## src/rtl/cmd_rx_if.sv

```systemverilog
// cmd_rx_if: command stream, memory request and payload signals of the command receiver.
// The slave modport is the receiver side; the master modport drives it.
interface cmd_rx_if;
    logic [7:0]  i_st_data;
    logic        i_st_valid;
    logic        o_st_ready;
    logic        o_mreq_valid;
    logic        i_mreq_ready;
    logic        o_mreq_wr;
    logic [1:0]  o_mreq_wsize;
    logic        o_mreq_aincr;
    logic [7:0]  o_mreq_size;
    logic [31:0] o_mreq_addr;
    logic [7:0]  o_rx_data;
    logic        o_rx_data_valid;
    logic        i_rx_data_ready;
    logic        o_crc_err;
    logic        o_timeout;

    modport slave (
        input  i_st_data, i_st_valid, i_mreq_ready, i_rx_data_ready,
        output o_st_ready, o_mreq_valid, o_mreq_wr, o_mreq_wsize, o_mreq_aincr,
               o_mreq_size, o_mreq_addr, o_rx_data, o_rx_data_valid, o_crc_err, o_timeout
    );

    modport master (
        output i_st_data, i_st_valid, i_mreq_ready, i_rx_data_ready,
        input  o_st_ready, o_mreq_valid, o_mreq_wr, o_mreq_wsize, o_mreq_aincr,
               o_mreq_size, o_mreq_addr, o_rx_data, o_rx_data_valid, o_crc_err, o_timeout
    );
endinterface

```

## src/rtl/cmd_rx.sv

```systemverilog
// cmd_rx: framed command-stream receiver. Parses START, OP, SZ, A0..A3, CRC, checks the
// CRC-8 (poly 0x07, init 0x00) over START..A3, issues one memory request per good frame
// and passes exactly the write payload byte count through to the request handler.
// Optional header inter-byte timeout: define CMD_RX_TIMEOUT_EN.
module cmd_rx #(
    parameter logic [7:0]  START_BYTE     = 8'hA5,
    parameter int unsigned TIMEOUT_CYCLES = 1024
) (
    input logic     i_clk,
    input logic     i_rst,
    cmd_rx_if.slave io_bus
);

    typedef enum logic [1:0] {ST_HUNT, ST_HEADER, ST_EXEC} state_t;

    localparam logic [2:0] HDR_CRC_IDX = 3'd6;

    state_t      r_state, w_state_nxt;
    logic [2:0]  r_idx;
    logic [7:0]  r_crc, r_op, r_sz;
    logic [31:0] r_addr;
    logic        r_mreq_valid, r_mreq_wr, r_mreq_aincr;
    logic [1:0]  r_mreq_wsize;
    logic [7:0]  r_mreq_size;
    logic [31:0] r_mreq_addr;
    logic [11:0] r_cnt, w_cnt_nxt, w_pay_len, w_words;
    logic        r_crc_err;
    logic        w_st_ready, w_accept, w_crc_ok, w_pay_acc, w_hs, w_tmo_hit;
    logic        w_rx_valid;
    logic [7:0]  w_rx_data;

    function automatic logic [7:0] crc8(input logic [7:0] c, input logic [7:0] d);
        logic [7:0] x;
        x = c ^ d;
        for (int i = 0; i < 8; i++) begin
            x = x[7] ? ((x << 1) ^ 8'h07) : (x << 1);
        end
        return x;
    endfunction

    assign w_accept  = io_bus.i_st_valid && w_st_ready;
    assign w_crc_ok  = (io_bus.i_st_data == r_crc);
    assign w_hs      = r_mreq_valid && io_bus.i_mreq_ready;
    assign w_words   = {4'd0, r_sz} + 12'd1;
    assign w_pay_len = r_op[0] ? (w_words << r_op[5:4]) : 12'd0;
    assign w_pay_acc = (r_state == ST_EXEC) && (r_cnt != 12'd0) &&
                       io_bus.i_st_valid && io_bus.i_rx_data_ready;
    assign w_cnt_nxt = r_cnt - {11'd0, w_pay_acc};

    // State register
    always_ff @(posedge i_clk) begin
        if (i_rst) r_state <= ST_HUNT;
        else       r_state <= w_state_nxt;
    end

    // Next state, input ready and combinational payload passthrough
    always_comb begin
        w_state_nxt = r_state;
        w_st_ready  = 1'b1;
        w_rx_valid  = 1'b0;
        w_rx_data   = 8'h00;
        case (r_state)
            ST_HUNT: begin
                if (io_bus.i_st_valid && io_bus.i_st_data == START_BYTE) w_state_nxt = ST_HEADER;
            end
            ST_HEADER: begin
                if (io_bus.i_st_valid && r_idx == HDR_CRC_IDX) begin
                    w_state_nxt = w_crc_ok ? ST_EXEC : ST_HUNT;
                end else if (w_tmo_hit) begin
                    w_state_nxt = ST_HUNT;
                end
            end
            ST_EXEC: begin
                if (r_cnt != 12'd0) begin
                    w_st_ready = io_bus.i_rx_data_ready;
                    w_rx_valid = io_bus.i_st_valid;
                    w_rx_data  = io_bus.i_st_data;
                end else begin
                    w_st_ready = 1'b0;
                end
                // Leave once the request is (or just got) accepted and the payload is drained
                if ((!r_mreq_valid || w_hs) && w_cnt_nxt == 12'd0) w_state_nxt = ST_HUNT;
            end
            default: w_state_nxt = ST_HUNT;
        endcase
    end

    // Header capture, CRC accumulation, request latching and payload counting
    always_ff @(posedge i_clk) begin
        if (i_rst) begin
            r_idx        <= 3'd0;
            r_crc        <= 8'h00;
            r_op         <= 8'h00;
            r_sz         <= 8'h00;
            r_addr       <= 32'h0;
            r_mreq_valid <= 1'b0;
            r_mreq_wr    <= 1'b0;
            r_mreq_wsize <= 2'd0;
            r_mreq_aincr <= 1'b0;
            r_mreq_size  <= 8'h00;
            r_mreq_addr  <= 32'h0;
            r_cnt        <= 12'd0;
            r_crc_err    <= 1'b0;
        end else begin
            r_crc_err <= 1'b0;
            case (r_state)
                ST_HUNT: begin
                    if (w_accept && io_bus.i_st_data == START_BYTE) begin
                        r_crc <= crc8(8'h00, io_bus.i_st_data);
                        r_idx <= 3'd0;
                    end
                end
                ST_HEADER: begin
                    if (w_accept) begin
                        r_idx <= r_idx + 3'd1;
                        r_crc <= crc8(r_crc, io_bus.i_st_data);
                        case (r_idx)
                            3'd0: r_op          <= io_bus.i_st_data;
                            3'd1: r_sz          <= io_bus.i_st_data;
                            3'd2: r_addr[7:0]   <= io_bus.i_st_data;
                            3'd3: r_addr[15:8]  <= io_bus.i_st_data;
                            3'd4: r_addr[23:16] <= io_bus.i_st_data;
                            3'd5: r_addr[31:24] <= io_bus.i_st_data;
                            3'd6: begin
                                if (w_crc_ok) begin
                                    r_mreq_valid <= 1'b1;
                                    r_mreq_wr    <= r_op[0];
                                    r_mreq_aincr <= r_op[3];
                                    r_mreq_wsize <= r_op[5:4];
                                    r_mreq_size  <= r_sz;
                                    r_mreq_addr  <= r_addr;
                                    r_cnt        <= w_pay_len;
                                end else begin
                                    r_crc_err <= 1'b1;
                                end
                            end
                            default: ;
                        endcase
                    end
                end
                ST_EXEC: begin
                    if (w_hs) r_mreq_valid <= 1'b0;
                    r_cnt <= w_cnt_nxt;
                end
                default: ;
            endcase
        end
    end

`ifdef CMD_RX_TIMEOUT_EN
    localparam int unsigned TW = $clog2(TIMEOUT_CYCLES + 1);

    logic [TW-1:0] r_tmo;
    logic          r_timeout;

    // Header is always ready, so an idle cycle is simply one without valid
    assign w_tmo_hit = (r_state == ST_HEADER) && !io_bus.i_st_valid &&
                       (r_tmo == TW'(TIMEOUT_CYCLES - 1));

    // Idle-cycle counter for the header phase
    always_ff @(posedge i_clk) begin
        if (i_rst) begin
            r_tmo     <= '0;
            r_timeout <= 1'b0;
        end else begin
            r_timeout <= w_tmo_hit;
            if (r_state != ST_HEADER || io_bus.i_st_valid || w_tmo_hit) r_tmo <= '0;
            else                                                        r_tmo <= r_tmo + TW'(1);
        end
    end

    assign io_bus.o_timeout = r_timeout;
`else
    assign w_tmo_hit        = 1'b0;
    assign io_bus.o_timeout = 1'b0;
`endif

    assign io_bus.o_st_ready      = w_st_ready;
    assign io_bus.o_rx_data       = w_rx_data;
    assign io_bus.o_rx_data_valid = w_rx_valid;
    assign io_bus.o_mreq_valid    = r_mreq_valid;
    assign io_bus.o_mreq_wr       = r_mreq_wr;
    assign io_bus.o_mreq_wsize    = r_mreq_wsize;
    assign io_bus.o_mreq_aincr    = r_mreq_aincr;
    assign io_bus.o_mreq_size     = r_mreq_size;
    assign io_bus.o_mreq_addr     = r_mreq_addr;
    assign io_bus.o_crc_err       = r_crc_err;

endmodule

```

## src/flat_wrapper.sv

```systemverilog
// flat-port wrapper written by rule: the top's interface ports become plain ports
module cmd_rx_flat 
#(
    parameter logic [7:0]  START_BYTE     = 8'hA5,
    parameter int unsigned TIMEOUT_CYCLES = 1024
)
  (i_clk, i_rst, io_bus_i_st_data, io_bus_i_st_valid, io_bus_i_mreq_ready, io_bus_i_rx_data_ready, io_bus_o_st_ready, io_bus_o_mreq_valid, io_bus_o_mreq_wr, io_bus_o_mreq_wsize, io_bus_o_mreq_aincr, io_bus_o_mreq_size, io_bus_o_mreq_addr, io_bus_o_rx_data, io_bus_o_rx_data_valid, io_bus_o_crc_err, io_bus_o_timeout);
  cmd_rx_if io_bus_i ();
  input logic i_clk;
  input logic i_rst;
  input wire logic [$bits(io_bus_i.i_st_data)-1:0] io_bus_i_st_data;
  input wire logic [$bits(io_bus_i.i_st_valid)-1:0] io_bus_i_st_valid;
  input wire logic [$bits(io_bus_i.i_mreq_ready)-1:0] io_bus_i_mreq_ready;
  input wire logic [$bits(io_bus_i.i_rx_data_ready)-1:0] io_bus_i_rx_data_ready;
  output wire logic [$bits(io_bus_i.o_st_ready)-1:0] io_bus_o_st_ready;
  output wire logic [$bits(io_bus_i.o_mreq_valid)-1:0] io_bus_o_mreq_valid;
  output wire logic [$bits(io_bus_i.o_mreq_wr)-1:0] io_bus_o_mreq_wr;
  output wire logic [$bits(io_bus_i.o_mreq_wsize)-1:0] io_bus_o_mreq_wsize;
  output wire logic [$bits(io_bus_i.o_mreq_aincr)-1:0] io_bus_o_mreq_aincr;
  output wire logic [$bits(io_bus_i.o_mreq_size)-1:0] io_bus_o_mreq_size;
  output wire logic [$bits(io_bus_i.o_mreq_addr)-1:0] io_bus_o_mreq_addr;
  output wire logic [$bits(io_bus_i.o_rx_data)-1:0] io_bus_o_rx_data;
  output wire logic [$bits(io_bus_i.o_rx_data_valid)-1:0] io_bus_o_rx_data_valid;
  output wire logic [$bits(io_bus_i.o_crc_err)-1:0] io_bus_o_crc_err;
  output wire logic [$bits(io_bus_i.o_timeout)-1:0] io_bus_o_timeout;
  assign io_bus_i.i_st_data = io_bus_i_st_data;
  assign io_bus_i.i_st_valid = io_bus_i_st_valid;
  assign io_bus_i.i_mreq_ready = io_bus_i_mreq_ready;
  assign io_bus_i.i_rx_data_ready = io_bus_i_rx_data_ready;
  assign io_bus_o_st_ready = io_bus_i.o_st_ready;
  assign io_bus_o_mreq_valid = io_bus_i.o_mreq_valid;
  assign io_bus_o_mreq_wr = io_bus_i.o_mreq_wr;
  assign io_bus_o_mreq_wsize = io_bus_i.o_mreq_wsize;
  assign io_bus_o_mreq_aincr = io_bus_i.o_mreq_aincr;
  assign io_bus_o_mreq_size = io_bus_i.o_mreq_size;
  assign io_bus_o_mreq_addr = io_bus_i.o_mreq_addr;
  assign io_bus_o_rx_data = io_bus_i.o_rx_data;
  assign io_bus_o_rx_data_valid = io_bus_i.o_rx_data_valid;
  assign io_bus_o_crc_err = io_bus_i.o_crc_err;
  assign io_bus_o_timeout = io_bus_i.o_timeout;
  cmd_rx #(.START_BYTE(START_BYTE), .TIMEOUT_CYCLES(TIMEOUT_CYCLES)) u_core (.i_clk(i_clk), .i_rst(i_rst), .io_bus(io_bus_i));
endmodule
```

## config.mk

```make
export PLATFORM = sky130hd
export DESIGN_NAME = cmd_rx_flat
export DESIGN_NICKNAME = d
export VERILOG_FILES = /design/src/rtl/cmd_rx_if.sv /design/src/rtl/cmd_rx.sv /design/src/flat_wrapper.sv
export SDC_FILE = /design/constraint.sdc
export NUM_CORES = 1
export LEC_CHECK = 0
export BUFFER_PORTS_ARGS = -buffer_cell sky130_fd_sc_hd__buf_4
export CELL_PAD_IN_SITES_DETAIL_PLACEMENT = 2
export CELL_PAD_IN_SITES_GLOBAL_PLACEMENT = 2
export CORE_MARGIN = 3
export CORE_UTILIZATION = 36
export DETAILED_ROUTE_END_ITERATION = 6
export MAX_ROUTING_LAYER = met4
export PLACE_DENSITY_LB_ADDON = 0.1
export SETUP_SLACK_MARGIN = 0.02
export SLEW_MARGIN = 10
export SYNTH_ARGS = -nofsm -noshare
export SYNTH_HDL_FRONTEND = slang
export SYNTH_SLANG_ARGS = --single-unit
export TNS_END_PERCENT = 5
```

## constraint.sdc

```tcl
create_clock -name i_clk -period 4.6 [get_ports i_clk]
set_clock_uncertainty 0.2 [all_clocks]
set_input_delay 0.46 -clock i_clk [delete_from_list [all_inputs] [get_ports i_clk]]
set_output_delay 0.46 -clock i_clk [all_outputs]
set_load 0.03 [all_outputs]
```

==> Yosys cells after proc, flatten, opt, wreduce, memory -nomap -nowiden <==
Index checks and enable logic that the tools add are counted.
{ "totals": {"out_inout_bits": 57, "inputBits": 13, "word_cells": 132, "reg_bits": 117} }
{ "op_classes": {"eq_ne": 18, "n_mux": 44, "shift": 1, "n_bitwise": 20, "reduce_logical": 29, "addsub": 3} }
{ "op_table": {"columns": ["cell", "count"], "rows": [
  ["3-bit two-way mux", 18],
  ["12-bit two-way mux", 4],
  ["3-bit NOT", 16],
  ["8-bit two-way mux", 4],
  ["12-bit case mux with 2 select lines", 1],
  ["3-bit AND reduction", 8],
  ["8-bit case mux with 2 select lines", 1],
  ["2-bit by 1-bit inequality test with 1-bit output (second input constant)", 7],
  ["12-bit zero test", 1],
  ["12-bit nonzero test", 1],
  ["9-bit by 2-bit left shift with 12-bit output", 1],
  ["12-bit by 1-bit subtractor with 12-bit output", 1],
  ["8-bit by 1-bit adder with 9-bit output (second input constant)", 1],
  ["3-bit == test (second input constant)", 3],
  ["1-bit logical AND", 9],
  ["1-bit two-way mux", 9],
  ["8-bit == test", 1],
  ["8-bit == test (second input constant)", 1],
  ["2-bit two-way mux", 4],
  ["4-bit AND reduction", 2],
  ["8-bit bitwise XOR", 1],
  ["3-bit by 2-bit == test with 1-bit output (second input constant)", 2],
  ["2-bit case mux with 3 select lines", 1],
  ["3-bit case mux with 2 select lines", 1],
  ["14 further kinds", 17]
]} }

==> Longest topological paths before layout <==
Gate-level depths: netlist (run 1).
{ "depth": {"word_depth": 19, "mapped_depth": 15, "mapped_depth_nobuf": 13} }

==> Least setup slack after synthesis (run 1) <==
OpenSTA, ideal clock, no wires.
{ "synth_timing": {"path_type": "register to register", "startpoint": "reg u_core.r_cnt[4]", "endpoint": "reg u_core.r_state[0]", "setup_ps": 124, "path_buffers": 2, "synth_period_minus_slack_ps": 3554, "required_time_ps": 4276, "stages_incl_launch_ff": 15, "t_arrival_ps": 3229, "path_slack_ps": 1046, "cell_sequence": "dfxtp_1 -> buf_6 -> or3_1 -> buf_6 -> nor4_4 -> a31oi_1 -> and3_1 -> ha_1 -> ha_1 -> nand2_1 -> a2111oi_0 -> nand3_1 -> nor4_2 -> a31oi_2 -> mux2i_1"} }
{ "synth_between": {"elab_chain_cells": 9} }
{ "synth_lines": {"columns": ["element", "line", "text"], "rows": [
  ["from (decl)", "cmd_rx.sv:26", "logic [11:0] r_cnt, w_cnt_nxt, w_pay_len, w_words;"],
  ["from (signal assigned)", "cmd_rx.sv:132", "r_cnt <= w_pay_len;"],
  ["from (signal assigned)", "cmd_rx.sv:143", "r_cnt <= w_cnt_nxt;"],
  ["12-bit nonzero test", "cmd_rx.sv:46", "assign w_pay_acc = (r_state == ST_EXEC) && (r_cnt != 12'd0) &&"],
  ["1-bit logical AND (2 in series)", "cmd_rx.sv:46", null],
  ["1-bit logical AND", "cmd_rx.sv:47", "io_bus.i_st_valid && io_bus.i_rx_data_ready;"],
  ["12-bit by 1-bit subtractor with 12-bit output (*)", "cmd_rx.sv:48", "assign w_cnt_nxt = r_cnt - {11'd0, w_pay_acc};"],
  ["12-bit zero test (*)", "cmd_rx.sv:82", "if ((!r_mreq_valid || w_hs) && w_cnt_nxt == 12'd0) w_state_nxt = ST_HUNT;"],
  ["1-bit logical AND (*)", "cmd_rx.sv:82", null],
  ["2-bit inequality test (no source line) (*)", null, null],
  ["3-bit AND reduction (no source line) (*)", null, null],
  ["to (signal assigned)", "cmd_rx.sv:53", "else r_state <= w_state_nxt;"],
  ["to (decl)", "cmd_rx.sv:18", "state_t r_state, w_state_nxt;"]
]} }
Mark *: on every way between the ends. The rest lies on a longest branch, timed or not.
A chain may end at the register's enable or synchronous reset.

==> Worst setup path after layout (run 1) <==
Ends and elaborated chain as after synthesis.

==> results.json, run 1 <==
{
  "status": "complete, no violations",
  "cp-startpoint": "u_core.r_cnt[4]$_SDFFE_PP0P_",
  "grt_pass1_vias": 5204,
  "grt_use_met1_pct": 25.1,
  "post_placement_cell_area_mm2": 0.00649,
  "reg_to_reg_start": "u_core.r_cnt[4]$_SDFFE_PP0P_",
  "num_io_pins": 70,
  "postRouteAntennaNets": 0,
  "tritoncts": "done",
  "fmaxAchievable_mhz": 253,
  "routed_via_density": 5.19,
  "placementRows": 46,
  "hold_path_startpoint": "io_bus_i_mreq_ready",
  "wire_length_of_the_first_global_routing_pass_mm": 28.9,
  "antenna_found_initial": 0,
  "gp_congestion": 0.851,
  "maximum_number_of_pins_on_one_net_before_global_route_repair": 84,
  "synth.yosys.seq_area_share_pct": 38.5,
  "core_area_mm2": 0.0161,
  "power.leakage_nw": 3.17,
  "netSwitchingPower_w": 0.000782,
  "power.sequential.fraction_pct": 38.1,
  "finish.instance_area_mm2": 0.00710,
  "grt_util_met2_pct": 35.5,
  "num_vias": 4773,
  "sw_frac_of_total_pct": 27.8,
  "finalNetCount": 721,
  "share_clk_of_total_power_pct": 48.3,
  "die_area_mm2": 0.0182,
  "firstDrtPassIters": 4,
  "drt_drc_violations_left": 0,
  "cts_buffer_depth": 2,
  "synth_top_area_cell": "sky130_fd_sc_hd__dfxtp_1",
  "timing.final.crit_share_pct": 85.9,
  "gr-usage-met3_pct": 4.66,
  "dp_worst_setup_slack_ns": 0.656,
  "dieWidth_um": 135,
  "p_int_w": 0.00203,
  "dp_hpwl_mm": 11.7,
  "critical_path_peak_fanout": 10,
  "worst-setup-path-type": "reg2reg",
  "finalWirelength_mm": 17.7,
  "maxCapViolations": 0,
  "final_core_util_pct": 44.2,
  "post-synth-top-count-cell": "sky130_fd_sc_hd__nor2_1",
  "clock_sinks": 115,
  "worstSkewPairLatency_ns": 0.42,
  "initial_utilization_pct": 37.3,
  "drt_first_iter_violations": 185,
  "postCtsHoldBufs": 0,
  "finalHoldViolations": 0,
  "ir_drop_uv": 270,
  "synthDominantCellAreaShare_pct": 38.5,
  "synth_cells": 649,
  "yosys_register_bits": 115,
  "clockRootBuffer": "sky130_fd_sc_hd__clkbuf_16",
  "port-buffer-count": 68,
  "setup_total_negative_slack_ns": 0,
  "rsz0062_at_grt": "false",
  "cts_made_buffers": 17,
  "layout_min_cycle_time_ns": 3.95,
  "synth.yosys.warnings": 0,
  "max_slew.worst_pin.slew_ns": 0.997,
  "report.final.setup_viol": 0,
  "yosys.cell_types.count": 68,
  "insertedDiodeCount": 0,
  "grt.total_usage_pct": 20.9,
  "critPathCaptureType": "register",
  "timing.hold.worst.class": "in2reg",
  "rrSetupSlack_ns": 0.65,
  "ys.flop_type": "sky130_fd_sc_hd__dfxtp_1",
  "mappedNetlistArea_mm2": 0.00598,
  "syn_area_per_cell_um2": 9.22,
  "postLayoutSetupSlackWorst_ns": 0.650,
  "setup.worst_path.start_class": "register",
  "total_grt_overflow": 0,
  "global_route.peak_usage_layer": "met2",
  "hold_ws_ns": 0.220,
  "timing.max_slew.rel_slack_pct": 33.6,
  "synth_async_reset_ratio_pct": 0,
  "post-cts-setup-buffers": 0,
  "comb_power_share_pct": 13.6,
  "critical_path_required_ns": 4.69,
  "yosys-top-cells-area": "sky130_fd_sc_hd__dfxtp_1 (38%), sky130_fd_sc_hd__mux2i_1 (16%), sky130_fd_sc_hd__nor2_1 (7.7%)",
  "power.density_mw_per_mm2": 396,
  "area_growth_syn_to_layout_pct": 18.6,
  "wl_per_cell_um": 19.2,
  "synth.top_cells.by_count": "sky130_fd_sc_hd__nor2_1 (123), sky130_fd_sc_hd__dfxtp_1 (115), sky130_fd_sc_hd__mux2i_1 (96)",
  "path_clk_slew_ns": 0.06,
  "die_y_um": 135,
  "synth.net_count": 680,
  "number_of_cells_upsized_or_downsized_after_cts": 0,
  "critical_path_arrival_ns": 4.04,
  "cts_htree_levels": 4,
  "synth_enable_flop_cells": 0,
  "proportion_of_layout_cells_with_a_drive_suffix_above_1_pct": 18.2,
  "finalMaxSlewViolations": 0
}
cells by family after synthesis:
group           count (synthesis)  share of synthesized area (%)
flops                         115                           38.5
buf+inv                        68                           6.27
xor+xnor                       46                           6.97
fa+ha+maj                      18                           3.76
other cells                     1                         0.0627
compound gates                 78                           9.87
simple gates                  224                           17.9
mux                            99                           16.6
per-stage QoR:
| step | cells | power [W] |
|---|---|---|
| finish | 919 | 0.00281 |
| global route | 919 | 0.00293 |
| CTS | 919 | 0.00285 |
| detailed placement | 887 | 0.00147 |
| global placement | 887 | 0.00146 |
| floorplan | 649 | 0.00138 |
final cells by class:
class	instances	area (um^2)
clock buffers	21	480
clock inverters	11	126
fillers	1718	8960
inverters	17	63.8
multi-input cells	466	3300
flip-flops and latches	115	2300
well taps	216	270
repair buffers	73	548
worst max-delay path, stage by stage (launching register included):
cell                        delay (ns)
sky130_fd_sc_hd__dfxtp_1          0.39
sky130_fd_sc_hd__or3_1            0.56
sky130_fd_sc_hd__nor4_4           0.38
sky130_fd_sc_hd__a31oi_1          0.15
sky130_fd_sc_hd__buf_4            0.19
sky130_fd_sc_hd__and3_1           0.21
sky130_fd_sc_hd__ha_1             0.21
sky130_fd_sc_hd__ha_1             0.30
sky130_fd_sc_hd__nand2_1          0.05
sky130_fd_sc_hd__a2111oi_0        0.41
sky130_fd_sc_hd__nand3_1          0.14
sky130_fd_sc_hd__nor4_2           0.32
sky130_fd_sc_hd__a31oi_2          0.17
sky130_fd_sc_hd__mux2i_1          0.15
cell usage in the layout, fill, tap and decap left out, types with 3 or more instances in the layout:
cell,count
sky130_fd_sc_hd__clkbuf_16,17
sky130_fd_sc_hd__xor2_1,13
sky130_fd_sc_hd__nor2b_1,6
sky130_fd_sc_hd__a211oi_1,16
sky130_fd_sc_hd__nor2_1,123
sky130_fd_sc_hd__clkbuf_8,4
sky130_fd_sc_hd__nand4_1,4
sky130_fd_sc_hd__mux2_2,3
sky130_fd_sc_hd__nand2_1,23
sky130_fd_sc_hd__nand3b_1,3
sky130_fd_sc_hd__nor3_1,11
sky130_fd_sc_hd__ha_1,18
sky130_fd_sc_hd__xnor2_1,32
sky130_fd_sc_hd__mux2i_1,96
sky130_fd_sc_hd__a311oi_1,3
sky130_fd_sc_hd__dfxtp_1,115
sky130_fd_sc_hd__o2bb2ai_1,4
sky130_fd_sc_hd__and3_1,5
sky130_fd_sc_hd__a21oi_1,16
sky130_fd_sc_hd__and2_1,11
sky130_fd_sc_hd__o21ai_0,11
sky130_fd_sc_hd__inv_1,16
sky130_fd_sc_hd__clkinv_4,4
sky130_fd_sc_hd__buf_4,73
sky130_fd_sc_hd__clkinv_2,3
sky130_fd_sc_hd__nand2b_1,5
sky130_fd_sc_hd__o22ai_1,4
sky130_fd_sc_hd__and3_2,3
sky130_fd_sc_hd__nand3_1,10
power by group through the flow:
stage          combinational, W  clock (W)  sequential (W)
2_1_floorplan          0.000313          0         0.00107
3_3_place_gp           0.000370          0         0.00109
3_5_place_dp           0.000382          0         0.00109
4_1_cts                0.000386    0.00139         0.00107
5_1_grt                0.000425    0.00143         0.00107
6_report               0.000381    0.00136         0.00107
routing by layer:
layer	part of all wire, %	vias up
li1	-	2310
met2	51	71
met5	0	-
met1	45	2381
met3	3.2	11
met4	0.86	0
flip-flops by register name (all words and copies together), names as in the netlist, 3 cells and up:
signal,cells
u_core.r_sz,8
u_core.io_bus.o_mreq_size,8
u_core.r_cnt,12
u_core.r_op,4
u_core.r_idx,3
u_core.r_addr,32
u_core.io_bus.o_mreq_addr,32
u_core.r_crc,8
worst paths after layout:
kind	endpoint	depth (start not counted)
setup / recovery	u_core.r_state[0]$_SDFFE_PP0P_	13
hold / removal	u_core.io_bus.o_mreq_valid$_SDFFE_PP0P_	4
setup reg to reg	u_core.r_state[0]$_SDFFE_PP0P_	13
hold reg to reg	u_core.r_addr[13]$_SDFFE_PP0P_	2
Note: power is estimated with default switching activity, not from simulation.
==> run 2, diff against run 1 <==
- PLACE_DENSITY: unset -> 0.75
- PLACE_DENSITY_LB_ADDON: 0.1 -> unset
==> run 2 against run 1 <==
Net effect:
- via count is 1.3% higher
- worst hold slack better by 0.0075 ns
- flip-flop and latch count stayed put
- sequential share of layout area is 0.20 points higher
- core utilization is 0.26 points lower
- non-clock buffer count stayed put
- power is 2.8% lower
- fmax is 2.0% lower
- register-to-register slack worse by 0.08 ns
- critical path type unchanged
- largest power group unchanged
- highest routed layer unchanged
==> results.json, run 2 (synthesis results as in run 1) <==
{
  "status": "complete, no violations",
  "cts_buffer_depth": 2,
  "finalNetCount": 721,
  "path_clk_slew_ns": 0.06,
  "area.sequential_mm2": 0.00230,
  "wl_per_cell_um": 20.2,
  "ordered_list_of_cells_on_the_worst_path": "or3_1, nor4_4, a31oi_1, buf_4, and3_1, ha_1, ha_1, nand2_1, a2111oi_0, nand3_1, nor4_2, a31oi_2, mux2i_1",
  "proportion_of_layout_cells_with_a_drive_suffix_above_1_pct": 18.1,
  "finish.instance_area_mm2": 0.00705,
  "clock_sinks": 115,
  "die_area_mm2": 0.0182,
  "path_delay_family": "simple AND/OR/NAND/NOR gates",
  "die_y_um": 135,
  "multi_input_comb_area_mm2": 0.00330,
  "filler_cell_count": 1772,
  "placementRows": 46,
  "cts_htree_levels": 4,
  "finalMaxSlewViolations": 0,
  "crit_top_cell": "sky130_fd_sc_hd__ha_1",
  "firstDrtPassIters": 4,
  "worstSkewPairLatency_ns": 0.41,
  "postLayoutSetupSlackWorst_ns": 0.570,
  "rrSetupSlack_ns": 0.57,
  "dp_worst_setup_slack_ns": 0.530,
  "timing.hold.worst.class": "in2reg",
  "port-buffer-count": 68,
  "hold_path_startpoint": "io_bus_i_st_data[7]",
  "routed_via_density": 5.26,
  "final_cell_mix": "sky130_fd_sc_hd__nor2_1 (123), sky130_fd_sc_hd__dfxtp_1 (115), sky130_fd_sc_hd__mux2i_1 (96), sky130_fd_sc_hd__buf_4 (73), sky130_fd_sc_hd__xnor2_1 (32)",
  "number_of_cells_upsized_or_downsized_after_cts": 0,
  "final_non_filler_cells": 919,
  "maximum_number_of_pins_on_one_net_before_global_route_repair": 86,
  "grt.total_usage_pct": 21.4,
  "clockRootBuffer": "sky130_fd_sc_hd__clkbuf_16",
  "postRouteAntennaNets": 0,
  "grt_pass1_vias": 5268,
  "cp-startpoint": "u_core.r_cnt[4]$_SDFFE_PP0P_",
  "dieWidth_um": 135,
  "worst-setup-path-type": "reg2reg",
  "drt_drc_violations_left": 0,
  "maxCapViolations": 0,
  "initial_utilization_pct": 37.3,
  "reg_to_reg_start": "u_core.r_cnt[4]$_SDFFE_PP0P_",
  "finalWirelength_mm": 18.5,
  "hold-path-cell-count": 3,
  "cts_made_buffers": 17,
  "r2r_cells": 13,
  "power.leakage_nw": 3.15,
  "area_growth_syn_to_layout_pct": 17.9,
  "insertedDiodeCount": 0,
  "rsz0062_at_grt": "false",
  "ir_drop_uv": 271,
  "critical_path_buf_inv_count": 1,
  "mostFrequentLayoutCell": "sky130_fd_sc_hd__nor2_1",
  "gp_congestion": 0.781,
  "wire_length_of_the_first_global_routing_pass_mm": 29.6,
  "drt_first_iter_violations": 178,
  "critical_path_required_ns": 4.69,
  "fmaxAchievable_mhz": 248,
  "cpMaxStageDelayCell": "sky130_fd_sc_hd__or3_1",
  "critPathMaxStageDelay_ns": 0.55,
  "core_area_mm2": 0.0161,
  "finalHoldViolations": 0,
  "post-cts-setup-buffers": 0,
  "setup.worst_path.start_class": "register",
  "tritoncts": "done",
  "critPathCaptureType": "register",
  "critical_path_cell_count": 13,
  "antenna_found_initial": 0,
  "postCtsHoldBufs": 0,
  "total_grt_overflow": 0,
  "placed_cells": 887,
  "layout_min_cycle_time_ns": 4.03,
  "setup_total_negative_slack_ns": 0,
  "power.density_mw_per_mm2": 387,
  "post_placement_cell_area_mm2": 0.00649,
  "max_slew.worst_pin.slew_ns": 1.07,
  "timing.final.crit_share_pct": 87.6,
  "report.final.setup_viol": 0,
  "post-layout-total-power_w": 0.00273,
  "timing.max_slew.rel_slack_pct": 28.3,
  "critical_path_arrival_ns": 4.12,
  "critical_path_peak_fanout": 10,
  "dp_hpwl_mm": 12.1,
  "num_vias": 4835,
  "num_io_pins": 70
}
-- run 2: cell types whose count changed in the layout (fill, tap and decap cells not counted), sizes merged --
cell / change
inv: +5
clkinv: -3
clkbuf: -2
bufinv: -1
clkinvlp: +1
-- run 2: metrics by stage --
step,hold WS (ns),utilization (%)
after detailed placement,0.289,40.4
after floorplan,0.260,-
after global routing,0.243,43.9
final,0.228,43.9
after CTS,0.225,43.9
after global placement,0.270,40.4
-- run 2: report_power, final --
group          internal [W]  total, W  leakage (nW)  switching, W
logic              0.000146  0.000387          1.94      0.000241
registers           0.00102   0.00107         0.926     0.0000459
clock network      0.000764   0.00127         0.275      0.000508
-- run 2: final timing paths --
kind | to
max | u_core.r_state[0]$_SDFFE_PP0P_
min | u_core.r_addr[7]$_SDFFE_PP0P_
max reg2reg | u_core.r_state[0]$_SDFFE_PP0P_
min reg2reg | u_core.io_bus.o_mreq_addr[24]$_SDFFE_PP0P_
-- run 2: tightest hold or removal path: stages --
cell and delay [ns]:
sky130_fd_sc_hd__buf_4 0.17, sky130_fd_sc_hd__mux2i_1 0.09, sky130_fd_sc_hd__nor2_1 0.07
-- run 2: area by class of cell --
cell class | instances | area share, %
multi-input cells | 466 | 46.9
flip-flops and latches | 115 | 32.6
repair buffers | 73 | 7.77
clock buffers | 19 | 6.28
well taps | 216 | 3.83
clock inverters | 13 | 1.72
inverters | 17 | 0.905
-- run 2: routing by layer --
layer	global-route usage, %	wire [um]
met1	25.0	7980
met4	5.66	206
met3	3.50	412
met5	-	0
met2	38.2	9930
